===== src/rtl/sort_pipe_pkg.sv =====
// Shared constants and helpers for the odd-even transposition sorter.
package sort_pipe_pkg;

   localparam int SORT_WIDTH_DEF = 8;
   localparam int SORT_N_DEF     = 4;

   // Width of an element's source-index tag.
   function automatic int sort_idxw(input int n);
      return (n <= 2) ? 1 : $clog2(n);
   endfunction

   // Even layers pair (0,1),(2,3)...; odd layers pair (1,2),(3,4)...
   function automatic logic sort_odd_layer(input int s);
      return s[0];
   endfunction

endpackage


===== src/rtl/sort_cmp_swap.sv =====
// Single compare-exchange cell; lo/hi are the ordered pair for the requested direction.
// With SORT_PIPE_INDEX_EN defined, a source-index tag follows each element.
module sort_cmp_swap import sort_pipe_pkg::*; #(
   parameter int WIDTH  = SORT_WIDTH_DEF,
   parameter bit SIGNED = 1'b0
`ifdef SORT_PIPE_INDEX_EN
  ,parameter int IDXW   = 1
`endif
) (
   input  logic [WIDTH-1:0] a,
   input  logic [WIDTH-1:0] b,
   input  logic             desc,
`ifdef SORT_PIPE_INDEX_EN
   input  logic [IDXW-1:0]  ta,
   input  logic [IDXW-1:0]  tb,
   output logic [IDXW-1:0]  tlo,
   output logic [IDXW-1:0]  thi,
`endif
   output logic [WIDTH-1:0] lo,
   output logic [WIDTH-1:0] hi
);

   logic gt, lt, swap;

   if (SIGNED) begin : g_s
      assign gt = $signed(a) > $signed(b);
      assign lt = $signed(a) < $signed(b);
   end else begin : g_u
      assign gt = a > b;
      assign lt = a < b;
   end

   // Strict compares keep equal elements in place, which makes the sort stable.
   assign swap = desc ? lt : gt;
   assign lo   = swap ? b : a;
   assign hi   = swap ? a : b;
`ifdef SORT_PIPE_INDEX_EN
   assign tlo  = swap ? tb : ta;
   assign thi  = swap ? ta : tb;
`endif

endmodule


===== src/rtl/sort_pipe_oet.sv =====
// Fully pipelined N-element odd-even transposition sorter, one register stage per layer,
// with a global stall. SORT_PIPE_INDEX_EN adds out_idx (source index per output slot).
module sort_pipe_oet import sort_pipe_pkg::*; #(
   parameter int WIDTH  = SORT_WIDTH_DEF,
   parameter int N      = SORT_N_DEF,
   parameter bit SIGNED = 1'b0
) (
   input  logic               clk,
   input  logic               rst,
   input  logic               in_valid,
   output logic               in_ready,
   input  logic [N*WIDTH-1:0] in_data,
   input  logic               in_desc,
   output logic               out_valid,
   input  logic               out_ready,
   output logic [N*WIDTH-1:0] out_data,
   output logic               out_desc
`ifdef SORT_PIPE_INDEX_EN
  ,output logic [N*sort_idxw(N)-1:0] out_idx
`endif
);

   typedef logic [N-1:0][WIDTH-1:0] vec_t;

   vec_t         data_q [N];
   vec_t         data_d [N];
   logic [N-1:0] vld_pipe;
   logic [N-1:0] desc_q;
   logic         advance;

   assign advance  = out_ready | ~vld_pipe[N-1];
   assign in_ready = advance;

`ifdef SORT_PIPE_INDEX_EN
   localparam int IDXW = sort_idxw(N);
   typedef logic [N-1:0][IDXW-1:0] tag_t;

   tag_t idx_q [N];
   tag_t idx_d [N];
   tag_t idx_in;

   for (genvar i = 0; i < N; i++) begin : g_tag0
      assign idx_in[i] = IDXW'(i);
   end
`endif

   for (genvar s = 0; s < N; s++) begin : g_stage
      localparam int OFS = sort_odd_layer(s) ? 1 : 0;
      vec_t src, nxt;
      logic dsc;
`ifdef SORT_PIPE_INDEX_EN
      tag_t tsrc, tnxt;
`endif

      if (s == 0) begin : g_head
         assign src = in_data;
         assign dsc = in_desc;
`ifdef SORT_PIPE_INDEX_EN
         assign tsrc = idx_in;
`endif
      end else begin : g_body
         assign src = data_q[s-1];
         assign dsc = desc_q[s-1];
`ifdef SORT_PIPE_INDEX_EN
         assign tsrc = idx_q[s-1];
`endif
      end

      // Odd layers leave element 0 alone; the last pair slot covers element N-1.
      if (OFS == 1) begin : g_edge
         assign nxt[0] = src[0];
`ifdef SORT_PIPE_INDEX_EN
         assign tnxt[0] = tsrc[0];
`endif
      end

      for (genvar p = 0; p < N/2; p++) begin : g_pair
         localparam int L = 2*p + OFS;
         if (L + 1 < N) begin : g_cs
            sort_cmp_swap #(
               .WIDTH (WIDTH),
               .SIGNED(SIGNED)
`ifdef SORT_PIPE_INDEX_EN
              ,.IDXW  (IDXW)
`endif
            ) u_cs (
               .a   (src[L]),
               .b   (src[L+1]),
               .desc(dsc),
`ifdef SORT_PIPE_INDEX_EN
               .ta  (tsrc[L]),
               .tb  (tsrc[L+1]),
               .tlo (tnxt[L]),
               .thi (tnxt[L+1]),
`endif
               .lo  (nxt[L]),
               .hi  (nxt[L+1])
            );
         end else begin : g_pass
            assign nxt[L] = src[L];
`ifdef SORT_PIPE_INDEX_EN
            assign tnxt[L] = tsrc[L];
`endif
         end
      end

      assign data_d[s] = nxt;
`ifdef SORT_PIPE_INDEX_EN
      assign idx_d[s] = tnxt;
`endif
   end

   always_ff @(posedge clk) begin
      if (rst) begin
         vld_pipe <= '0;
         desc_q   <= '0;
         for (int s = 0; s < N; s++) data_q[s] <= '0;
      end else if (advance) begin
         vld_pipe <= {vld_pipe[N-2:0], in_valid};
         desc_q   <= {desc_q[N-2:0], in_desc};
         for (int s = 0; s < N; s++) data_q[s] <= data_d[s];
      end
   end

`ifdef SORT_PIPE_INDEX_EN
   always_ff @(posedge clk) begin
      if (rst) begin
         for (int s = 0; s < N; s++) idx_q[s] <= '0;
      end else if (advance) begin
         for (int s = 0; s < N; s++) idx_q[s] <= idx_d[s];
      end
   end

   assign out_idx = idx_q[N-1];
`endif

   assign out_valid = vld_pipe[N-1];
   assign out_data  = data_q[N-1];
   assign out_desc  = desc_q[N-1];

endmodule


===== config.mk =====
export PLATFORM = sky130hd
export DESIGN_NAME = sort_pipe_oet
export DESIGN_NICKNAME = d
export VERILOG_FILES = /design/src/rtl/sort_pipe_pkg.sv /design/src/rtl/sort_cmp_swap.sv /design/src/rtl/sort_pipe_oet.sv
export SDC_FILE = /design/constraint.sdc
export NUM_CORES = 1
export LEC_CHECK = 0
export BUFFER_PORTS_ARGS = -buffer_cell sky130_fd_sc_hd__buf_2
export CORE_MARGIN = 5
export CORE_UTILIZATION = 50
export DETAILED_ROUTE_END_ITERATION = 8
export PLACE_DENSITY = 0.69
export SETUP_SLACK_MARGIN = 0.02
export SLEW_MARGIN = 20
export SYNTH_ARGS = -nofsm -noshare
export SYNTH_HDL_FRONTEND = slang
export SYNTH_SLANG_ARGS = --single-unit

===== constraint.sdc =====
create_clock -name clk -period 5.7 [get_ports clk]
set_clock_uncertainty 0.15 [all_clocks]
set_input_delay 0.57 -clock clk [delete_from_list [all_inputs] [get_ports clk]]
set_output_delay 0.57 -clock clk [all_outputs]
set_load 0.02 [all_outputs]

# == Word level (Yosys, flattened, before mapping) ==
# Memory sizes are Yosys's and may differ from the RTL's.
# Cells that the tools add are included.
# classes
n_lt_le_gt_ge,12
muxes,27
bitwise,6
# op_table
operator,count
32-bit 2-to-1 mux,4
8-bit 2-to-1 mux,12
8-bit > comparator,6
8-bit < comparator,6
1-bit 2-to-1 mux,11
1-bit bitwise OR,5
1-bit NOT,1
# word_totals
register_bits,8
mem_bits_rw,128
inputBits,37
out_inout_bits,35
elab_cells,48
n_memories,1
# memory_table
name,words,word_bits,rd,rd_clocked_by_memory_dff,wr,line,text
data_q,4,32,4,0,4,sort_pipe_oet.sv:25,vec_t data_q [N];

# == Longest topological paths before layout ==
# Gate-level depths: netlist (run 1).
# logic_depth
depth_word,6
ltp_mapped,9
ltp_nobuf,7

# == Hierarchy ==
# From an unflattened synthesis (run 1), not the netlist that was laid out.
# hier_totals
cells_unflattened,615
hier_area_um2,8415.6
# modules_own_cells
mod,instances,cells_per_inst,area_per_inst_um2,seq_area_each_um2
sort_pipe_oet,1,315,5555.3,4003.8
sort_cmp_swap,6,50,476.7,0.0

# == Worst setup path after synthesis (run 1) ==
# OpenSTA, ideal clock, no wires.
# synth_timing
path_type,input to register
startpoint,in rst
endpoint,mem data_q[0][0] in the netlist's numbering (enable)
setup_ns,0.509
arrival_time_ns,3.952
required_time_ns,5.041
slack_ns,1.088
stages,2
path_buffers,1
cell_sequence,clkbuf_1 -> nand2b_1
# synth_lines
element,line,text
"start, declared",sort_pipe_oet.sv:9,"input logic rst,"
"end, declared",sort_pipe_oet.sv:25,

==> flow_metrics.py, run 1 <==
metrics = {
    "outcome": {
        "outcome": "finished clean",
    },
    "clocking": {
        "cts.clk_slew.worst_paths_ps": 60,
        "ctsHoldBuffers": 0,
        "htree_num_levels": 4,
        "cts_buffers": 17,
        "cts_setup_buffers": 0,
        "clockBufferDepth": 2,
        "clock-sinks": 136,
        "post_cts_resized": 0,
        "root_buffer": "clkbuf_16",
        "cts_tree": "yes",
        "worstSkewPairLatency_ps": 410,
    },
    "route": {
        "ant_nets": 0,
        "drt_first_iter_violations": 245,
        "drc": 0,
        "routed_wl_mm": 12.6,
        "avgRoutedWirePerCell_um": 14.6,
        "via_per_inst": 5.22,
        "first_pass_iters": 4,
        "vias": 4496,
    },
    "timing": {
        "slew_viol_final": 0,
        "post-route-period-util_pct": 51.7,
        "fmax_ghz": 0.340,
        "fin_crit_ps": 2940,
        "slew_headroom_pct": 28.7,
        "timing.final.ws_setup_ps": 2760,
        "max_slew.worst_pin.slew_ps": 1070,
        "setup_viol": 0,
        "finalHoldViolCount": 0,
        "fin_tns_setup_ps": 0,
        "rsz0062_at_grt": "false",
    },
    "setup_path": {
        "reg2reg_from": "data_q[0][15]$_SDFFCE_PN0P_",
        "crit_type": "reg -> reg",
        "slowest_delay_ps": 870,
        "crit_start": "data_q[0][15]$_SDFFCE_PN0P_",
        "worstPathMaxFanout": 16,
        "crit_arrival_ps": 2910,
        "crit_required_ps": 5660,
        "cpMaxStageDelayCell": "a311oi_4",
        "cp-end-kind": "flip-flop",
        "crit_chain": "ha_1, and3_4, a221oi_4, nor3_2, a311oi_4, mux2i_1",
        "setup.worst_path.start_class": "flip-flop",
    },
    "min_path": {
        "min-delay-start": "in_valid",
        "holdCritPathClass": "in -> reg",
    },
    "die": {
        "dieArea_um2": 16800,
        "row_count": 43,
        "chipWidth_um": 130,
        "io_pins": 72,
        "start_util_pct": 51.3,
        "die_height_um": 130,
        "coreArea_um2": 14000,
    },
    "pwr": {
        "switching_share_pct": 26.8,
        "intPower_uw": 2240,
        "p_per_area_nw_per_um2": 369,
        "seqPwrFrac_pct": 41.7,
        "pwr-share-comb_pct": 22.1,
        "power_uw": 3060,
        "power_frac_clock_pct": 36.2,
        "p_leak_uw": 0.00373,
        "peakVddDrop_v": 0.000217,
        "power_switching_uw": 819,
    },
    "finish": {
        "antenna_cells": 0,
        "syn_to_final_growth_pct": 15.6,
        "utilization_pct": 59.3,
        "fin_cells": 862,
        "fill_cells": 1162,
        "num-nets-final": 754,
        "drive_above_1_share_pct": 16.0,
    },
    "placed_design": {
        "place_ws_ps": 2530,
        "placed_cells": 830,
        "dpl.hpwl_mm": 9.09,
        "routabilityCongestion": 0.789,
        "portBuffers": 71,
    },
    "global_routing": {
        "grt_use_total_pct": 15.7,
        "grt_pass1_wl_mm": 20.7,
        "antenna_found_initial": 0,
        "grt_pass1_vias": 4457,
        "grt_max_degree": 129,
        "grt_overflow_total": 0,
    },
    "yosys": {
        "synth-edff-count": 128,
        "synth_nets": 689,
        "yosysWarningCount": 0,
        "synthArstFlopShare_pct": 0,
        "avgSynthCellArea_um2": 11.9,
        "netlist_instances": 604,
        "synth_cell_type_count": 27,
        "synthFlopType": "edfxtp_1",
        "synthesis.area_um2": 7170,
        "ys_ff_latch": 136,
        "yosysSeqAreaShare_pct": 55.8,
    },
    "job": {
        "cap_violations": 0,
    },
}
==> through the flow <==
stage                     hold WS [ps]  instance area, µm²
after floorplan                    282                7170
after global placement             289                7660
after detailed placement           299                7660
after CTS                          244                8290
after global routing               265                8290
final                              256                8290
==> worst max-delay path, delay by kind of cell, from the launching register on <==
| family | cells | cell delay, ps |
|---|---|---|
| simple gates | 2 | 320 |
| compound gates | 2 | 1210 |
| fa+ha+maj | 1 | 370 |
| mux | 1 | 190 |
| flops | 1 | 390 |
==> flip-flops by register name, indices dropped and copies added, names as in the netlist <==
signal,flops
data_q,128
desc_q,4
vld_pipe,4
==> power groups by stage <==
stage               clock network, µW  registers [µW]  logic [µW]
finish                           1110            1280         678
global route                     1170            1290         745
CTS                              1130            1280         684
detailed placement                  0            1300         681
global placement                    0            1290         653
floorplan                           0            1310         536
==> per-layer routing <==
layer  track usage [%]  part of all wire (%)  vias up
met4              7.70                   3.0        0
li1                  -                     -     2281
met3              3.93                   5.1       26
met5                 0                     0        -
met2              26.1                    48      106
met1              19.1                    43     2083
==> final cells by class <==
class	instances	area (µm²)	share of cell area [%]
multi-input cells	392	2870	34.7
repair buffers	73	374	4.51
clock buffers	26	586	7.06
flip-flops and latches	136	4000	48.3
clock inverters	6	45.0	0.543
inverters	49	184	2.22
well taps	180	225	2.72
==> synthesized netlist by cell type (6+ instances only) <==
master / instances / area share [%]
edfxtp_1: 128 / 54
a21oi_1: 23 / 1.6
nor2_1: 9 / 0.47
nand2b_1: 6 / 0.52
a21o_1: 7 / 0.73
a211oi_1: 6 / 0.63
nor2b_1: 7 / 0.61
buf_2: 10 / 0.70
dfxtp_1: 8 / 2.2
and2_1: 37 / 3.2
inv_1: 48 / 2.5
clkbuf_1: 16 / 0.84
o211ai_1: 6 / 0.63
nand4_1: 12 / 1.0
ha_1: 48 / 8.4
mux2i_1: 96 / 13
nand2_1: 115 / 6.0
==> layout by cell type, fill, tap and decap left out, types with 5 or more instances in the layout <==
master | Yosys | final
a21oi_1 | 23 | 23
o21a_1 | 5 | 5
a211o_1 | 5 | 5
nor2b_1 | 7 | 7
nand2b_1 | 6 | 5
edfxtp_1 | 128 | 128
ha_1 | 48 | 48
a21o_1 | 7 | 7
buf_2 | 10 | 71
clkbuf_16 | 0 | 22
nand4_1 | 12 | 12
nand2_1 | 115 | 115
mux2i_1 | 96 | 96
o211ai_1 | 6 | 6
inv_1 | 48 | 48
nor3_1 | 5 | 5
and2_1 | 37 | 37
dfxtp_1 | 8 | 8
a211oi_1 | 6 | 6
nor2_1 | 9 | 8
==> final timing paths <==
check,slack [ps],cells after the start,end
min,260,3,vld_pipe[0]$_SDFFE_PP0P_
max,2760,6,data_q[1][22]$_SDFFCE_PN0P_
min reg2reg,300,2,desc_q[3]$_SDFFE_PP0P_
max reg2reg,2760,6,data_q[1][22]$_SDFFCE_PN0P_
==> logic make-up after synthesis <==
group / share of synthesized area (%)
fa+ha+maj: 8.38
compound gates: 5.46
simple gates: 12.6
mux: 13.4
flops: 55.8
buf+inv: 4.31
No activity file was read; power rests on OpenSTA's default activity.
==> inputs of run 2 (changes only) <==
Clock period 5.7 ns to 2.8 ns, I/O delays scaled along.
==> flow_metrics.py, run 2 (same netlist as run 1, synthesis figures left out) <==
metrics = {
    "route": {
        "drt_first_iter_violations": 223,
        "avgRoutedWirePerCell_um": 14.6,
        "via_per_inst": 5.23,
        "ant_nets": 0,
        "routed_wl_mm": 12.7,
        "first_pass_iters": 5,
        "vias": 4541,
        "drc": 0,
    },
    "global_routing": {
        "grt_max_degree": 129,
        "grt_use_total_pct": 16.1,
        "grt_pass1_vias": 4533,
        "grt_overflow_total": 0,
        "antenna_found_initial": 0,
        "grt_pass1_wl_mm": 21.1,
    },
    "clocking": {
        "cts.clk_slew.worst_paths_ps": 60,
        "cts_setup_buffers": 0,
        "cts_tree": "yes",
        "clockBufferDepth": 2,
        "cts_buffers": 17,
        "worstSkewPairLatency_ps": 410,
        "root_buffer": "clkbuf_16",
        "clock-sinks": 136,
        "htree_num_levels": 4,
    },
    "timing": {
        "rsz0062_at_grt": "false",
        "post-route-period-util_pct": 94.4,
        "fmax_ghz": 0.378,
        "slew_viol_final": 0,
        "setup_viol": 0,
        "max_slew.worst_pin.slew_ps": 781,
        "slew_headroom_pct": 47.9,
        "finalHoldViolCount": 0,
        "fin_crit_ps": 2640,
        "fin_tns_setup_ps": 0,
    },
    "setup_path": {
        "crit_chain": "ha_1, nand4_1, nand2b_1, a211oi_1, a211o_1, mux2i_1",
        "slowest_delay_ps": 660,
        "crit_family": "compound AO/OA/AOI/OAI gates",
        "cpMaxStageDelayCell": "a211o_1",
        "crit_required_ps": 2770,
        "r2r_setup_slack_ps": 160,
        "worstPathMaxFanout": 16,
        "crit_arrival_ps": 2620,
        "crit_type": "reg -> reg",
        "path_buf_inv": 0,
        "setup.worst_path.start_class": "flip-flop",
        "cp-end-kind": "flip-flop",
    },
    "pwr": {
        "pwr-share-comb_pct": 23.4,
        "peakVddDrop_v": 0.000407,
        "seqPwrFrac_pct": 43.5,
        "switching_share_pct": 26.9,
        "intPower_uw": 4360,
        "power_frac_clock_pct": 33.1,
        "p_per_area_nw_per_um2": 720,
        "power_switching_uw": 1600,
        "p_leak_uw": 0.00373,
    },
    "finish": {
        "utilization_pct": 59.2,
        "drive_above_1_share_pct": 16.1,
        "num-nets-final": 761,
        "antenna_cells": 0,
        "regMostFlops": "data_q",
        "largest_reg_flops": 128,
        "fill_cells": 1172,
        "reg_top3": "data_q (128), desc_q (4), vld_pipe (4)",
        "layout_commonest_cell": "edfxtp_1",
        "final_cell_mix": "128 x edfxtp_1, 115 x nand2_1, 96 x mux2i_1",
        "syn_to_final_growth_pct": 15.5,
        "fin_area_um2": 8290,
    },
    "die": {
        "io_pins": 72,
        "row_count": 43,
        "start_util_pct": 51.3,
        "coreArea_um2": 14000,
        "die_height_um": 130,
        "dieArea_um2": 16800,
        "chipWidth_um": 130,
    },
    "placed_design": {
        "dpl_cell_area_um2": 7740,
        "dpl.hpwl_mm": 9.54,
        "routabilityCongestion": 0.848,
        "portBuffers": 71,
    },
    "outcome": {
        "outcome": "finished clean",
    },
    "min_path": {
        "holdCritPathClass": "in -> reg",
    },
    "job": {
        "cap_violations": 0,
    },
}
run 2: routing by layer:
metal | up-vias | track usage [%] | wire, µm | part of all wire (%)
met5 | - | 0 | 0 | 0
met2 | 132 | 26.5 | 6190 | 49
met3 | 31 | 4.67 | 639 | 5.0
met1 | 2090 | 19.7 | 5530 | 43
met4 | 0 | 7.52 | 367 | 2.9
li1 | 2288 | - | - | -
run 2: layout make-up:
class | instances | area (µm²) | share of cell area (%)
timing repair buffer | 80 | 463 | 5.59
clock buffer | 29 | 520 | 6.28
tap | 180 | 225 | 2.72
inverter | 49 | 184 | 2.22
sequential | 136 | 4000 | 48.3
multi-input combinational | 392 | 2870 | 34.7
clock inverter | 3 | 15.0 | 0.181
run 2: path summary, 6_finish.rpt:
| kind | from | to | depth (start not counted) |
|---|---|---|---|
| worst max-delay path | data_q[2][15]$_SDFFCE_PN0P_ | data_q[3][11]$_SDFFCE_PN0P_ | 6 |
| worst min-delay path | rst | desc_q[2]$_SDFFE_PP0P_ | 2 |
| worst max register to register | data_q[2][15]$_SDFFCE_PN0P_ | data_q[3][11]$_SDFFCE_PN0P_ | 6 |
| worst min register to register | desc_q[3]$_SDFFE_PP0P_ | desc_q[3]$_SDFFE_PP0P_ | 2 |
run 2: repair_timing:
item | CTS | global route
endpoints found under the setup margin | 0 | 8
resized for setup | 0 | 1
endpoints found under the hold margin | 1 | 0
hold buffers | 1 | 0
run 2: stage by stage:
step                      std cells  worst slack [ps]  hold WS, ps  power (µW)
after floorplan                 604               311          270        3750
after global placement          836               241          285        3960
after detailed placement        836               139          302        4040
after CTS                       869               122         10.8        6020
after global routing            869              21.0         17.4        6270
final                           869               157         28.9        5970
run 2: power groups by stage:
stage	Sequential [µW]	Combinational (µW)	Clock, µW
floorplan	2660	1090	0
global placement	2630	1340	0
detailed placement	2640	1400	0
CTS	2600	1410	2010
global route	2620	1540	2110
finish	2600	1400	1970
